--- src/rtl/jtag_tap_responder.sv ---
`default_nettype none
// ============================================================================
// jtag_tap_responder: 1149.1 TAP with IDCODE, BYPASS, CONFREG and a USER DR
// channel; all JTAG pins are oversampled in the clk_i domain.
// Revision: 1.0
// ============================================================================
module jtag_tap_responder #(
    parameter int          IR_WIDTH     = 5,
    parameter logic [31:0] IDCODE_VALUE = 32'h249511C3,
    parameter int          CONF_WIDTH   = 9,
    parameter int          SYNC_STAGES  = 2
) (
    input  logic                  clk_i,
    input  logic                  rst_n,
    input  logic                  jtag_tck_i,
    input  logic                  jtag_trst_ni,
    input  logic                  jtag_tms_i,
    input  logic                  jtag_tdi_i,
    output logic                  jtag_tdo_o,
    output logic [CONF_WIDTH-1:0] conf_reg_o,
    output logic [3:0]            tap_state_o,
    output logic                  user_sel_o,
    output logic                  user_capture_o,
    output logic                  user_shift_o,
    output logic                  user_update_o,
    output logic                  user_tdi_o,
    input  logic                  user_tdo_i
);

    typedef enum logic [3:0] {
        TLR      = 4'd0,
        RTI      = 4'd1,
        SEL_DR   = 4'd2,
        CAP_DR   = 4'd3,
        SH_DR    = 4'd4,
        EX1_DR   = 4'd5,
        PAUSE_DR = 4'd6,
        EX2_DR   = 4'd7,
        UPD_DR   = 4'd8,
        SEL_IR   = 4'd9,
        CAP_IR   = 4'd10,
        SH_IR    = 4'd11,
        EX1_IR   = 4'd12,
        PAUSE_IR = 4'd13,
        EX2_IR   = 4'd14,
        UPD_IR   = 4'd15
    } tap_state_e;

    localparam logic [IR_WIDTH-1:0] IR_IDCODE  = IR_WIDTH'(5'h01);
    localparam logic [IR_WIDTH-1:0] IR_USER    = IR_WIDTH'(5'h04);
    localparam logic [IR_WIDTH-1:0] IR_CONFREG = IR_WIDTH'(5'h06);

    logic [SYNC_STAGES-1:0] tck_sync;
    logic [SYNC_STAGES-1:0] tms_sync;
    logic [SYNC_STAGES-1:0] tdi_sync;
    logic [SYNC_STAGES-1:0] trst_sync;
    logic                   tck_prev;

    logic tck_s;
    logic tms_s;
    logic tdi_s;
    logic trst_s;
    logic tck_rise;
    logic tck_fall;

    tap_state_e            state;
    logic [IR_WIDTH-1:0]   ir;
    logic [IR_WIDTH-1:0]   ir_shift;
    logic [31:0]           idcode_shift;
    logic [CONF_WIDTH-1:0] conf_shift;
    logic                  bypass_shift;

    logic sel_idcode;
    logic sel_conf;
    logic sel_user;
    logic tdo_next;

    // TRST flops reset to asserted so the TAP stays in reset until the pin is seen high.
    always_ff @(posedge clk_i or negedge rst_n) begin
        if (!rst_n) begin
            tck_sync  <= '0;
            tms_sync  <= '0;
            tdi_sync  <= '0;
            trst_sync <= '0;
            tck_prev  <= 1'b0;
        end else begin
            tck_sync  <= {tck_sync[SYNC_STAGES-2:0], jtag_tck_i};
            tms_sync  <= {tms_sync[SYNC_STAGES-2:0], jtag_tms_i};
            tdi_sync  <= {tdi_sync[SYNC_STAGES-2:0], jtag_tdi_i};
            trst_sync <= {trst_sync[SYNC_STAGES-2:0], jtag_trst_ni};
            tck_prev  <= tck_sync[SYNC_STAGES-1];
        end
    end

    assign tck_s    = tck_sync[SYNC_STAGES-1];
    assign tms_s    = tms_sync[SYNC_STAGES-1];
    assign tdi_s    = tdi_sync[SYNC_STAGES-1];
    assign trst_s   = trst_sync[SYNC_STAGES-1];
    assign tck_rise = tck_s & ~tck_prev;
    assign tck_fall = ~tck_s & tck_prev;

    assign sel_idcode  = (ir == IR_IDCODE);
    assign sel_conf    = (ir == IR_CONFREG);
    assign sel_user    = (ir == IR_USER);
    assign user_sel_o  = sel_user;
    assign tap_state_o = state;

    function automatic tap_state_e next_state(input tap_state_e cur, input logic tms);
        tap_state_e nxt;
        nxt = TLR;
        case (cur)
            TLR:      nxt = tms ? TLR    : RTI;
            RTI:      nxt = tms ? SEL_DR : RTI;
            SEL_DR:   nxt = tms ? SEL_IR : CAP_DR;
            CAP_DR:   nxt = tms ? EX1_DR : SH_DR;
            SH_DR:    nxt = tms ? EX1_DR : SH_DR;
            EX1_DR:   nxt = tms ? UPD_DR : PAUSE_DR;
            PAUSE_DR: nxt = tms ? EX2_DR : PAUSE_DR;
            EX2_DR:   nxt = tms ? UPD_DR : SH_DR;
            UPD_DR:   nxt = tms ? SEL_DR : RTI;
            SEL_IR:   nxt = tms ? TLR    : CAP_IR;
            CAP_IR:   nxt = tms ? EX1_IR : SH_IR;
            SH_IR:    nxt = tms ? EX1_IR : SH_IR;
            EX1_IR:   nxt = tms ? UPD_IR : PAUSE_IR;
            PAUSE_IR: nxt = tms ? EX2_IR : PAUSE_IR;
            EX2_IR:   nxt = tms ? UPD_IR : SH_IR;
            UPD_IR:   nxt = tms ? SEL_DR : RTI;
            default:  nxt = TLR;
        endcase
        return nxt;
    endfunction

    always_comb begin
        tdo_next = 1'b0;
        if (state == SH_IR) begin
            tdo_next = ir_shift[0];
        end else if (state == SH_DR) begin
            if (sel_idcode)    tdo_next = idcode_shift[0];
            else if (sel_conf) tdo_next = conf_shift[0];
            else if (sel_user) tdo_next = user_tdo_i;
            else               tdo_next = bypass_shift;
        end
    end

    always_ff @(posedge clk_i or negedge rst_n) begin
        if (!rst_n) begin
            state          <= TLR;
            ir             <= IR_IDCODE;
            ir_shift       <= '0;
            idcode_shift   <= '0;
            conf_shift     <= '0;
            bypass_shift   <= 1'b0;
            conf_reg_o     <= '0;
            jtag_tdo_o     <= 1'b0;
            user_capture_o <= 1'b0;
            user_shift_o   <= 1'b0;
            user_update_o  <= 1'b0;
            user_tdi_o     <= 1'b0;
        end else if (!trst_s) begin
            state          <= TLR;
            ir             <= IR_IDCODE;
            ir_shift       <= '0;
            idcode_shift   <= '0;
            conf_shift     <= '0;
            bypass_shift   <= 1'b0;
            conf_reg_o     <= '0;
            jtag_tdo_o     <= 1'b0;
            user_capture_o <= 1'b0;
            user_shift_o   <= 1'b0;
            user_update_o  <= 1'b0;
            user_tdi_o     <= 1'b0;
        end else begin
            user_capture_o <= 1'b0;
            user_shift_o   <= 1'b0;
            user_update_o  <= 1'b0;

            // Rising-edge actions depend on the state being left, not entered.
            if (tck_rise) begin
                user_tdi_o <= tdi_s;
                case (state)
                    CAP_IR: ir_shift <= IR_WIDTH'(2'b01);
                    SH_IR:  ir_shift <= {tdi_s, ir_shift[IR_WIDTH-1:1]};
                    CAP_DR: begin
                        if (sel_idcode)    idcode_shift   <= IDCODE_VALUE;
                        else if (sel_conf) conf_shift     <= conf_reg_o;
                        else if (sel_user) user_capture_o <= 1'b1;
                        else               bypass_shift   <= 1'b0;
                    end
                    SH_DR: begin
                        if (sel_idcode)    idcode_shift <= {tdi_s, idcode_shift[31:1]};
                        else if (sel_conf) conf_shift   <= {tdi_s, conf_shift[CONF_WIDTH-1:1]};
                        else if (sel_user) user_shift_o <= 1'b1;
                        else               bypass_shift <= tdi_s;
                    end
                    default: ;
                endcase
                state <= next_state(state, tms_s);
            end

            if (tck_fall) begin
                jtag_tdo_o <= tdo_next;
                if (state == UPD_IR)
                    ir <= ir_shift;
                if (state == UPD_DR && sel_conf)
                    conf_reg_o <= conf_shift;
                if (state == UPD_DR && sel_user)
                    user_update_o <= 1'b1;
            end

            // Test-Logic-Reset reached through TMS restores IDCODE but leaves conf_reg_o.
            if (state == TLR)
                ir <= IR_IDCODE;
        end
    end

endmodule
`default_nettype wire

--- config.mk ---
export PLATFORM = sky130hd
export DESIGN_NAME = jtag_tap_responder
export DESIGN_NICKNAME = d
export VERILOG_FILES = /design/src/rtl/jtag_tap_responder.sv
export SDC_FILE = /design/constraint.sdc
export NUM_CORES = 1
export LEC_CHECK = 0
export CORE_ASPECT_RATIO = 1.2
export CORE_MARGIN = 1
export CORE_UTILIZATION = 58
export DETAILED_ROUTE_END_ITERATION = 10
export PLACE_DENSITY = 0.79
export SYNTH_ARGS = -nofsm -noshare
export SYNTH_HDL_FRONTEND = slang
export SYNTH_SLANG_ARGS = --single-unit
export TNS_END_PERCENT = 5
--- constraint.sdc ---
create_clock -name clk_i -period 2.2 [get_ports clk_i]
set_clock_uncertainty 0.05 [all_clocks]
set_input_delay 0.44 -clock clk_i [delete_from_list [all_inputs] [get_ports clk_i]]
set_output_delay 0.44 -clock clk_i [all_outputs]
set_load 0.05 [all_outputs]
# Yosys cells after proc, flatten, opt, wreduce, memory -nomap -nowiden
# Cells that the tools add are included.
# W data, S select, Z words.
# word_totals
regBits	79
inputBits	7
wordCells	135
# op_classes
n_eq_ne	35
n_mux	67
bitwise_logic	4
n_reduce_logical	12
# ops
op	count
$mux W32	4
$mux W9	9
$pmux W32 S2	1
$pmux W4 S12	1
$eq A4 B4 Y1 const B	8
$mux W1	32
$mux W5	6
$ne A3 B3 Y1 const B	10
$mux W4	6
$pmux W9 S2	1
$eq A4 B3 Y1 const B	4
$ne A3 B1 Y1 const B	4
$eq A5 B3 Y1 const B	2
$pmux W5 S2	1
$eq A4 B2 Y1 const B	2
$reduce_and A8 Y1	1
$mux W2	3
$mux W3	2
$ne A2 B1 Y1 const B	3
$reduce_and A2 Y1	3
$reduce_and A6 Y1	1
$eq A5 B1 Y1 const B	1
$eq A4 B1 Y1 const B	1
$logic_not A4 Y1	1
7 further kinds	11

# Longest topological paths before layout
# logic_depth
ltp_word	8
depth_mapped	7
mapped_depth_nobuf	4

# Least setup slack after synthesis
# Ideal clock, no wire load.
# synth_timing
kind	register -> register
start	reg state[1] (netlist: tap_state_o[1])
end	reg conf_shift[7]
arrival_ns	2.107
path_slack_ns	-0.043
stages_incl_launch_ff	7
synth_period_minus_slack_ns	2.243
cell_sequence	dfrtp_1 -> buf_2 -> or3b_4 -> a2111oi_4 -> buf_6 -> nor2_2 -> a211oi_2
# synth_via
elab_chain_len	4
elab_cells_between_ends	11
# synth_rtl
element	line_no	source
start, declared	66	tap_state_e state;
start signal, assigned	197	state <= next_state(state, tms_s);
$eq A4 B3 Y1 / $eq A4 B2 Y1 (equally long branches)	180	case (state)
$pmux W9 S2	180	
$mux W9	178	if (tck_rise) begin
$mux W9	159	end else if (!trst_s) begin
end signal, assigned	185	else if (sel_conf) conf_shift <= conf_reg_o;
end signal, assigned	191	else if (sel_conf) conf_shift <= {tdi_s, conf_shift[CONF_WIDTH-1:1]};
end, declared	70	logic [CONF_WIDTH-1:0] conf_shift;
# Parallel ways exist; a longest one is shown, timed or not. The select of a mux whose other input is x is not followed.
# A chain may end at the register's enable or synchronous reset.

# Worst setup path after layout
# layout_timing
start	reg ir[4]
end	out user_sel_o
# layout_via
elab_chain_len	1
# layout_rtl
element	line_no	source
start, declared	67	logic [IR_WIDTH-1:0] ir;
start signal, assigned	203	ir <= ir_shift;
$eq A5 B3 Y1	104	assign sel_user = (ir == IR_USER);
end, declared	22	output logic user_sel_o,
# No other way between the ends.

==> summary.log <==
INFO  drt            top_layer_used=met4
INFO  timing         report.final.hold_viol_count=0
INFO  synthesis      synth_largest_type_area_fraction=53.5%
INFO  drt            final_routed_wirelength=7460um
INFO  drt            routed-via-count=2711
INFO  final_layout   num-nets-final=378
INFO  worst_setup_path ff2ff_path_depth=5
INFO  drt            drt-initial-drc-count=218
INFO  worst_setup_path startpoint_type=register
INFO  drt            drtPass1Iterations=5
INFO  clock_network  clkLatencyLatePin=0.36ns
INFO  clock_network  cts_hold_repair.buffers=0
INFO  drt            met3RoutedLength=332um
INFO  synthesis      ys_async_sr_fraction=100%
INFO  synthesis      postSynthAreaPerCell=10.5squm
INFO  pwr            power_density=634nW/um^2
INFO  die            floorplan.die.height=88.9um
INFO  synthesis      yosys.cell_count.top_type=sky130_fd_sc_hd__dfrtp_1
INFO  synthesis      post_synth_most_frequent_cells=sky130_fd_sc_hd__dfrtp_1 (78), sky130_fd_sc_hd__nand2_1 (48), sky130_fd_sc_hd__mux2i_1 (45), sky130_fd_sc_hd__nand3_1 (28), sky130_fd_sc_hd__clkbuf_1 (22)
INFO  clock_network  tritoncts_clock_tree=built
INFO  drt            total_met2_wirelength_after_detailed_routing=3670um
INFO  final_layout   area_growth_syn_to_layout=16.8%
INFO  grt            grt_max_degree=43
INFO  timing         fmax=464MHz
INFO  worst_setup_path timing.critical_path.required=1.71ns
INFO  drt            detail_routed_via_count_per_cell=5.93
INFO  worst_setup_path worst-setup-path-type=register to output pin
INFO  grt            vias_in_the_first_global_route=2613
INFO  clock_network  tritoncts.num_buffers=9
INFO  synthesis      yosys_register_bits=79
INFO  timing         worst-slew-pin-transition=0.648ns
INFO  die            design.core.area=6050squm
INFO  timing         tcrit_tclk_final=98.0%
INFO  timing         period_minus_slack=2.16ns
INFO  clock_network  ctsRootBufferMaster=sky130_fd_sc_hd__clkbuf_8
INFO  drt            met1_length=3330um
INFO  grt            grt_usage=24.9%
INFO  grt            globalRouteOverflowTotal=0
INFO  worst_setup_path worst_setup_path_end_kind=output pin
INFO  clock_network  clock-sinks=79
INFO  final_layout   final.fill_count=479
INFO  drt            postRouteAntennaNets=0
INFO  timing         maxSlewHeadroom=56.7%
INFO  worst_setup_path arrival=1.67ns
INFO  clock_network  cts.path.max_buffers=2
INFO  synthesis      dominantRegCellSynth=sky130_fd_sc_hd__dfrtp_1
INFO  synthesis      synthesized_net_count=353
INFO  placement      portBuffers=25
INFO  timing         final.setup.worst_slack=0.0442ns
INFO  synthesis      netlist-cell-type-count=47
INFO  grt            grt_antenna_before_repair=0
INFO  clock_network  cts.clk_slew.worst_paths=0.08ns
INFO  min_path       min_path_type=primary input to asynchronous set/reset pin
INFO  clock_network  cts_htree_levels=3
INFO  synthesis      synth.yosys.seq_area_share=54.2%
INFO  placement      detailed_place_hpwl=4820um
INFO  placement      worst_setup_slack_after_placement=0.214ns
INFO  worst_setup_path timing.rr.end=conf_shift[4]
INFO  synthesis      synth_area_leader_cell=sky130_fd_sc_hd__dfrtp_1
INFO  synthesis      yosysWarningCount=0
INFO  die            rows=31
INFO  drt            drt_drc_violations_left=0
INFO  synthesis      total_standard_cell_area_after_synthesis=3650squm
INFO  final_layout   fin_util=70.4%
INFO  timing         setup_violations=0
INFO  grt            grt_first_pass_wirelength=12400um
INFO  die            die_x=74.4um
INFO  clock_network  post_cts.repair.setup_buffers=0
INFO  pwr            irDropWorstVdd=0.410mV
INFO  die            start_util=60.3%
INFO  worst_setup_path critical_path_peak_fanout=4
INFO  die            boundaryPins=26
INFO  synthesis      synth_top_cells_by_area=sky130_fd_sc_hd__dfrtp_1 (54%), sky130_fd_sc_hd__mux2i_1 (12%), sky130_fd_sc_hd__nand2_1 (4.9%)
INFO  synthesis      synth_enable_flop_cells=0
INFO  die            fp.dieArea=6610squm
INFO  worst_setup_path timing.rr.start=ir[4]
INFO  placement      place.gp.congestion=0.828
INFO  timing         unrepaired_setup_endpoints_after_global_routing=no
INFO  final_layout   antennaDiodeCount=0
INFO  synthesis      netlist_instances=346
INFO  final_layout   layout-drive-gt1-share=13.3%
INFO  outcome        outcome=complete, no violations
INFO  worst_setup_path worst_case_register_to_register_setup_slack=0.19ns
INFO  timing         final-max-slew-violation-count=0
INFO  run            max_cap_viol_count=0
INFO  drt            routedWlPerCell=16.3um
INFO  pwr            leakage=0.00165uW
[layout by cell type, fill, tap and decap left out, types with 7 or more instances in the layout]
cell type                         count
sky130_fd_sc_hd__buf_4               18
sky130_fd_sc_hd__clkbuf_8            11
sky130_fd_sc_hd__nand2_1             48
sky130_fd_sc_hd__a21oi_1             10
sky130_fd_sc_hd__a211oi_1             7
sky130_fd_sc_hd__a22o_1               9
sky130_fd_sc_hd__mux2i_1             45
sky130_fd_sc_hd__dfrtp_1             76
sky130_fd_sc_hd__nor2_1              20
sky130_fd_sc_hd__nand3_1             28
sky130_fd_sc_hd__o21ai_0             16
sky130_fd_sc_hd__clkdlybuf4s50_1     19
[through the flow]
step	area, sq um	total power [uW]	setup TNS [ns]	hold slack (ns)	std cells
global placement	4060	1640	0	0.282	442
global route	4260	2800	0	0.0421	457
floorplan	3650	1570	-0.00938	0.0944	346
detailed placement	4060	1640	0	0.293	442
CTS	4260	2720	0	0.0155	457
finish	4260	2700	0	0.000953	457
[state kept, by name (all words and copies together) (netlist names), 2 cells and up]
register,flops
conf_reg_o,9
ir_shift,5
tck_sync,2
conf_shift,9
tap_state_o,4
idcode_shift,32
ir,5
tms_sync,2
tdi_sync,2
trst_sync,2
[worst max-delay path by stage]
stage | cells past startpoint | endpoint | from
floorplan | 4 | user_capture_o | ir[4]
global placement | 5 | conf_shift[8] | ir[4]
detailed placement | 5 | conf_shift[4] | ir[4]
CTS | 3 | user_sel_o | ir[4]
global route | 3 | user_sel_o | ir[4]
finish | 3 | user_sel_o | ir[4]
[routing by layer]
layer / global-route usage (%) / up-vias
met1: 33.5 / 1346
li1: - / 1285
met2: 39.5 / 67
met5: 0 / -
met3: 4.56 / 13
met4: 11.1 / 0
[area by class of cell]
class,instances,area (sq um),share of cell area (%)
clock buffers,12,155,3.64
repair buffers,42,425,9.98
multi-input cells,236,1540,36.2
clock inverters,3,42.5,0.998
inverters,3,11.3,0.264
well taps,82,103,2.41
flip-flops and latches,79,1980,46.5
[critical path, stage by stage (launching register included)]
cell,delay (ns)
sky130_fd_sc_hd__dfrtp_1,0.40
sky130_fd_sc_hd__or4b_4,0.59
sky130_fd_sc_hd__nor2_4,0.16
sky130_fd_sc_hd__buf_12,0.15
[logic make-up after synthesis]
logic type | share of synthesized area [%]
muxes | 12.3
AOI/OAI and AO/OA | 13.0
and+or+nand+nor | 16.6
buffers and inverters | 3.77
DFF | 54.2
[timing repair]
action | in CTS | in global routing
endpoints found under the setup margin | 1 | 0
endpoints found under the hold margin | 0 | 0
resized for setup | 2 | 0
[power breakdown]
group | switching, uW | total (uW) | internal [uW]
clock | 510 | 1090 | 578
sequential | 15.8 | 1480 | 1460
combinational | 90.0 | 133 | 43.0
Note: power is estimated with default switching activity, not from simulation.
